[src/rtl/mmio_initiator.sv]
// Host-side MMIO requester: turns single read/write commands into one-cycle
// MMIO request pulses and returns TID-matched read results or error codes.
module mmio_initiator #(
  parameter int         TIMEOUT  = 256,
  parameter logic [8:0] TID_INIT = 9'h000
) (
  input  logic        clk,
  input  logic        rst_n,
  input  logic        cmd_valid,
  output logic        cmd_ready,
  input  logic        cmd_wr,
  input  logic [15:0] cmd_addr,
  input  logic [63:0] cmd_data,
  output logic        mmio_wr_valid,
  output logic        mmio_rd_valid,
  output logic [15:0] mmio_addr,
  output logic [8:0]  mmio_tid,
  output logic [63:0] mmio_data,
  input  logic        rsp_valid,
  input  logic [8:0]  rsp_tid,
  input  logic [63:0] rsp_data,
  output logic        res_valid,
  input  logic        res_ready,
  output logic [63:0] res_data,
  output logic [1:0]  res_err,
  output logic [7:0]  stray_cnt
);

  localparam int TW = (TIMEOUT > 2) ? $clog2(TIMEOUT) : 1;
  localparam logic [TW-1:0] TIMER_LAST = TW'(TIMEOUT - 1);

  localparam logic [1:0] ERR_OK       = 2'b00;
  localparam logic [1:0] ERR_TIMEOUT  = 2'b01;
  localparam logic [1:0] ERR_BAD_ADDR = 2'b10;

  typedef enum logic [1:0] {S_IDLE, S_ISSUE, S_WAIT, S_RESULT} state_t;

  state_t        state_q, state_d;
  logic          wr_q, wr_d;
  logic [8:0]    tid_q, tid_d;
  logic [TW-1:0] timer_q, timer_d;
  logic          mmio_wr_valid_q, mmio_wr_valid_d;
  logic          mmio_rd_valid_q, mmio_rd_valid_d;
  logic [15:0]   mmio_addr_q, mmio_addr_d;
  logic [8:0]    mmio_tid_q, mmio_tid_d;
  logic [63:0]   mmio_data_q, mmio_data_d;
  logic          res_valid_q, res_valid_d;
  logic [63:0]   res_data_q, res_data_d;
  logic [1:0]    res_err_q, res_err_d;
  logic [7:0]    stray_cnt_q, stray_cnt_d;
  logic          stray_hit;

  always_ff @(posedge clk or negedge rst_n) begin
    if (!rst_n) begin
      state_q         <= S_IDLE;
      wr_q            <= 1'b0;
      tid_q           <= TID_INIT;
      timer_q         <= '0;
      mmio_wr_valid_q <= 1'b0;
      mmio_rd_valid_q <= 1'b0;
      mmio_addr_q     <= '0;
      mmio_tid_q      <= '0;
      mmio_data_q     <= '0;
      res_valid_q     <= 1'b0;
      res_data_q      <= '0;
      res_err_q       <= ERR_OK;
      stray_cnt_q     <= '0;
    end else begin
      state_q         <= state_d;
      wr_q            <= wr_d;
      tid_q           <= tid_d;
      timer_q         <= timer_d;
      mmio_wr_valid_q <= mmio_wr_valid_d;
      mmio_rd_valid_q <= mmio_rd_valid_d;
      mmio_addr_q     <= mmio_addr_d;
      mmio_tid_q      <= mmio_tid_d;
      mmio_data_q     <= mmio_data_d;
      res_valid_q     <= res_valid_d;
      res_data_q      <= res_data_d;
      res_err_q       <= res_err_d;
      stray_cnt_q     <= stray_cnt_d;
    end
  end

  always_comb begin
    state_d         = state_q;
    wr_d            = wr_q;
    tid_d           = tid_q;
    timer_d         = timer_q;
    mmio_wr_valid_d = 1'b0;
    mmio_rd_valid_d = 1'b0;
    mmio_addr_d     = mmio_addr_q;
    mmio_tid_d      = mmio_tid_q;
    mmio_data_d     = mmio_data_q;
    res_valid_d     = res_valid_q;
    res_data_d      = res_data_q;
    res_err_d       = res_err_q;
    stray_hit       = rsp_valid && (state_q != S_WAIT);

    case (state_q)
      S_IDLE: begin
        if (cmd_valid) begin
          if (cmd_addr[0]) begin
            res_valid_d = 1'b1;
            res_data_d  = '0;
            res_err_d   = ERR_BAD_ADDR;
            state_d     = S_RESULT;
          end else begin
            // The request pulse is registered here so it appears in the ISSUE cycle.
            wr_d            = cmd_wr;
            mmio_wr_valid_d = cmd_wr;
            mmio_rd_valid_d = !cmd_wr;
            mmio_addr_d     = cmd_addr;
            mmio_tid_d      = cmd_wr ? mmio_tid_q : tid_q;
            mmio_data_d     = cmd_wr ? cmd_data : 64'd0;
            state_d         = S_ISSUE;
          end
        end
      end
      S_ISSUE: begin
        timer_d = '0;
        state_d = wr_q ? S_IDLE : S_WAIT;
      end
      S_WAIT: begin
        if (rsp_valid && (rsp_tid == tid_q)) begin
          res_valid_d = 1'b1;
          res_data_d  = rsp_data;
          res_err_d   = ERR_OK;
          tid_d       = tid_q + 9'd1;
          state_d     = S_RESULT;
        end else begin
          stray_hit = rsp_valid;
          if (timer_q == TIMER_LAST) begin
            res_valid_d = 1'b1;
            res_data_d  = '0;
            res_err_d   = ERR_TIMEOUT;
            tid_d       = tid_q + 9'd1;
            state_d     = S_RESULT;
          end else begin
            timer_d = timer_q + TW'(1);
          end
        end
      end
      S_RESULT: begin
        if (res_ready) begin
          res_valid_d = 1'b0;
          state_d     = S_IDLE;
        end
      end
      default: state_d = S_IDLE;
    endcase

    stray_cnt_d = (stray_hit && (stray_cnt_q != 8'hFF)) ? stray_cnt_q + 8'd1 : stray_cnt_q;
  end

  assign cmd_ready     = (state_q == S_IDLE) && rst_n;
  assign mmio_wr_valid = mmio_wr_valid_q;
  assign mmio_rd_valid = mmio_rd_valid_q;
  assign mmio_addr     = mmio_addr_q;
  assign mmio_tid      = mmio_tid_q;
  assign mmio_data     = mmio_data_q;
  assign res_valid     = res_valid_q;
  assign res_data      = res_data_q;
  assign res_err       = res_err_q;
  assign stray_cnt     = stray_cnt_q;

endmodule

[config.mk]
export PLATFORM = sky130hd
export DESIGN_NAME = mmio_initiator
export DESIGN_NICKNAME = d
export VERILOG_FILES = /design/src/rtl/mmio_initiator.sv
export SDC_FILE = /design/constraint.sdc
export NUM_CORES = 1
export LEC_CHECK = 0
export CORE_ASPECT_RATIO = 1.5
export CORE_MARGIN = 8
export CORE_UTILIZATION = 45
export CTS_CLUSTER_SIZE = 14
export DETAILED_ROUTE_END_ITERATION = 16
export GPL_TIMING_DRIVEN = 0
export PLACE_DENSITY_LB_ADDON = 0.25
export SKIP_LAST_GASP = 1
export SLEW_MARGIN = 20
export SYNTH_ARGS = -nofsm -noshare
export SYNTH_HDL_FRONTEND = slang
export SYNTH_SLANG_ARGS = --single-unit
[constraint.sdc]
create_clock -name clk -period 5.05 [get_ports clk]
set_input_delay 0.505 -clock clk [delete_from_list [all_inputs] [get_ports clk]]
set_output_delay 0.505 -clock clk [all_outputs]
set_load 0.1 [all_outputs]
-- Word-level counts from Yosys, hierarchy flattened
Cells that the tools add are included.
- $add $sub $neg: 3
- multiply operators: 0
- div/mod/pow operators: 0
- magnitude comparators: 0
- equal/unequal tests: 13
- shift operators: 0
- muxes and demuxes: 37
- bitwise gates (word level): 2
- reductions and logical operators: 17
- operators with widths (cell ; number):
    64-bit 2-to-1 mux ; 5
    64-bit case mux with 2 select lines ; 1
    2-bit 2-to-1 mux ; 10
    9-bit 2-to-1 mux ; 2
    8-bit by 1-bit adder with 8-bit output, second input constant ; 2
    8-bit 2-to-1 mux ; 2
    8-bit case mux with 2 select lines ; 1
    1-bit 2-to-1 mux ; 13
    2-bit inequality test, second input constant ; 6
    9-bit by 1-bit adder with 9-bit output, second input constant ; 1
    9-bit == test ; 1
    3-bit AND reduction ; 3
    8-bit == test, second input constant ; 1
    8-bit inequality test, second input constant ; 1
    2-bit case mux with 4 select lines ; 1
    4-bit AND reduction ; 2
    2-bit nonzero test ; 3
    5-bit AND reduction ; 1
    2-bit == test, second input constant ; 2
    1-bit logical AND ; 4
    2-bit case mux with 2 select lines ; 1
    3-bit inequality test, second input constant ; 1
    1-bit case mux with 3 select lines ; 1
    3-bit nonzero test ; 1
    other kinds (5) ; 6
- flip-flop bits (word level): 185
- bits in latches: 0
- memory bits (writable): 0
- bits in read-only memories: 0
- input port bits: 159
- output and inout bits: 167
- word-level logic and storage cells: 85
- memories kept: 0

-- Depth between registers and ports, before layout
- depth after elaboration: 5
- mapped depth: 8
- mapped depth without buffers: 7

-- Worst setup path before layout
Ideal clock, no wire load.
- path type: register to register
- from: register stray_cnt_q[0], in the netlist stray_cnt[0]
- to: register stray_cnt_q[1], in the netlist stray_cnt[1]
- setup time: 0.126 ns
- arrival time: 2.118 ns
- required time: 4.924 ns
- path slack: 2.806 ns
- stages on the path, launching flop included: 7
- buffers on the path: 1
- clock period less this slack: 2.244 ns
- cell sequence: dfrtp_1 -> ha_1 -> and3_1 -> nand3_1 -> and3_1 -> clkbuf_1 -> mux2_2
- cells in the longest elaborated chain, start to end: 2
- elaborated cells on any way between the ends: 3
- those cells by class: add/sub (1); eq/ne (1); reduce/logical (1)
- RTL lines (what ; RTL line ; text):
    start, declared ; 50 ; logic [7:0] stray_cnt_q, stray_cnt_d;
    start signal, assigned ; 81 ; stray_cnt_q <= stray_cnt_d;
    parallel branches: the longest is 2 deep, another holds 8-bit by 1-bit adder with 8-bit output ; - ;
Several ways; the timed one is not identified.
A chain may end at the register's enable or synchronous reset.

-- Worst setup path in the final report
- from: input port rst_n
- to: output port cmd_ready
- cells in the longest elaborated chain, start to end: 1
- RTL lines (what ; RTL line ; text):
    start, declared ; 8 ; input logic rst_n,
    1-bit logical AND ; 156 ; assign cmd_ready = (state_q == S_IDLE) && rst_n;
    end, declared ; 10 ; output logic cmd_ready,
No other way between the ends.

==> run_results.csv <==
group,metric,value,unit
logic_synthesis,yosysSeqAreaShare,0.6275,
grt,grt_usage,0.2321,
grt,grt_antenna_before_repair,3,
detailed_routing,drtIter0Drc,498,
logic_synthesis,synth_most_common_cell,"dfrtp_1",
sta,relSlewSlack,0.2752,
logic_synthesis,synthXorXnorAreaFrac,0.02849,
cells_and_area,postLayoutCellArea,11540,µm²
grt,grt_pass1_vias,6461,
logic_synthesis,netlist_area,7377,µm²
critical_path,start_kind,"input pin",
detailed_routing,highest_layer,"met4",
placement,dp_hpwl,18.88,mm
sta,slew_violations,0,
sta,setup_violations,0,
logic_synthesis,synth_nets,804,
cts,cts_resized,0,
detailed_routing,wirelength,24.19,mm
grt,grt_pass1_wl,37.57,mm
logic_synthesis,synth_fa_ha_area_frac,0.005088,
sta,setup_ws,1.493,ns
critical_path,cp-end-kind,"primary output",
die,die-area,20830,µm²
sta,fin_setup_tns,0,ns
logic_synthesis,synth_commonest_cells,"dfrtp_1, nand2_1, o21ai_0",
logic_synthesis,synthTopCellsByArea,"dfrtp_1, a22o_1, nand2_1",
die,fp-row-count,57,
logic_synthesis,synth.area.mux_share,0.03969,
critical_path,crit_chain,"dlygate4sd3_1, buf_8, buf_16, and2_1, clkdlybuf4s50_1",
detailed_routing,via_per_inst,5.184,
sta,hold_viol_final,0,
cells_and_area,final_nets,1150,
cts,clkSinkCount,185,
logic_synthesis,synth-simple-area-share,0.1160,
cts,cts_buffers,17,
worst_hold_path,hold_class,"reg -> reg",
logic_synthesis,avgSynthCellArea,11.49,µm²
sta,max_freq,0.2811,GHz
cts,cts_setup_buffers,0,
detailed_routing,wire_per_inst,19.98,µm
status,status,"finished clean",
cts,cts-root-buf,"clkbuf_16",
placement,gp_congestion,0.8594,
grt,grt_overflow,0,
sta,skew,0.01114,ns
pwr,p_per_area,576.3,nW/µm²
cells_and_area,areaGrowthSynthToFinish,56.46,%
placement,dp_worst_setup_slack,2.028,ns
cts,path_clk_slew,0.06,ns
critical_path,arrival,3.05,ns
logic_synthesis,synth-async-reset-ratio,1.000,
detailed_routing,via_count,6278,
die,die_w,120.5,µm
sta,worst_pin_slew,1.084,ns
cells_and_area,drive_gt1_frac,0.08192,
cts,htree_levels,4,
logic_synthesis,yosysTopAreaCell,"dfrtp_1",
logic_synthesis,synth_top_family_by_area,"compound AO/OA/AOI/OAI gates",
cts,ctsHoldBuffers,1,
logic_synthesis,synth-edff-count,0,
critical_path,critPathKind,"in -> out",
cells_and_area,finish.utilization,0.7161,
die,die_h,172.8,µm
detailed_routing,drtPass1Iterations,5,
logic_synthesis,synth_compound_area_frac,0.1520,
detailed_routing,wl_met2,11.88,mm
die,core,16120,µm²
logic_synthesis,synthFlopType,"dfrtp_1",
detailed_routing,wl_met1,9.201,mm
grt,grt_max_degree,84,
logic_synthesis,synth_cells,642,
pwr,ir_drop,0.5901,mV
critical_path,crit_slowest_cell,"clkdlybuf4s50_1",
die,io_pins,326,
logic_synthesis,synth-seq-cells,185,
critical_path,required,4.55,ns
cts,clock_path_buffers,2,
sta,period_share,0.7044,
placement,dpl_cell_area,10940,µm²
logic_synthesis,synth_top_area_frac,0.6275,
logic_synthesis,yosys.cell_types.count,45,
detailed_routing,wl_met3,2.417,mm
detailed_routing,ant_nets,0,
cts,tritoncts,"built",
pwr,p_leak,5.114,nW
placement,numPortBuffers,324,
flow_run,cap_violations,0,
logic_synthesis,synth_warnings,0,
die,initial_core_util,0.4577,
sta,grt_setup_unrepaired,"no",
detailed_routing,drcViolationCount,0,
sta,finalCriticalPeriod,3.557,ns
cts,clk_latency,0.43,ns
critical_path,max_stage_delay,1.13,ns
critical_path,crit_fanout,63,
## layout make-up
type | count | area, µm²
plain buffers | 41 | 211.5
multi-input cells | 412 | 2521
clock buffers | 19 | 452.9
diodes | 4 | 10.01
well taps | 206 | 257.7
clock inverters | 13 | 131.4
repair buffers | 327 | 3313
inverters | 4 | 15.01
flip-flops and latches | 185 | 4629
fillers | 1188 | 4576
## logic make-up after synthesis
family | after synthesis
AND/OR/NAND/NOR | 195
flip-flops | 185
AO/OA/AOI/OAI | 163
buffers and inverters | 45
multiplexers | 26
XOR/XNOR | 24
adder cells (fa/ha/maj) | 3
other | 1
## final timing paths
check	slack, ns	to	cells past startpoint	from
worst max-delay path	1.49	cmd_ready	5	rst_n
worst min-delay path	0.48	mmio_data[56]	2	mmio_data[56]
worst max register to register	2.73	mmio_data[33]	7	state_q[0]
worst min register to register	0.48	mmio_data[56]	2	mmio_data[56]
max in group asynchronous	3.78	mmio_data[42]	3	rst_n
min in group asynchronous	0.55	res_data[0]	2	rst_n
## per-layer routing
metal / up-vias / global-route usage
met4: 0 / 0.09618
met3: 39 / 0.08412
li1: 2955 / -
met1: 3001 / 0.2625
met2: 283 / 0.3860
met5: - / 0
## registers in the layout (all words and copies together) (netlist names), 2 cells and up
signal	cells
mmio_data	64
res_data	64
mmio_addr	15
mmio_tid	9
tid_q	9
stray_cnt	8
timer_q	8
res_err	2
state_q	2
## per-stage QoR
stage	power [W]	hold slack [ns]	instances
finish	0.006652	0.4777	1211
global route	0.006901	0.4967	1210
CTS	0.006704	0.4833	1207
detailed placement	0.005381	0.4144	1174
global placement	0.005341	0.4596	1172
floorplan	0.004422	0.2094	642
## report_power, final
| group | switching, W | internal [W] | total (W) | leakage, nW |
|---|---|---|---|---|
| Sequential | 0.000187 | 0.00178 | 0.00197 | 2.46 |
| Combinational | 0.00260 | 0.000781 | 0.00338 | 2.37 |
| Clock | 0.000624 | 0.000683 | 0.00131 | 0.282 |
## cells in the final DEF (no fill, tap or decap), types with 13 or more instances in the layout
cell	n
a22o_1	65
clkbuf_1	24
clkbuf_16	17
clkdlybuf4s50_1	323
dfrtp_1	185
mux2_2	25
nand2_1	141
nor2_1	13
o21ai_0	70
## worst max-delay path, delay by kind of cell
family	cells	cell delay [ns]
buffers and inverters	4	2.33
and+or+nand+nor	1	0.18
Power figures use the tool's default switching activity.
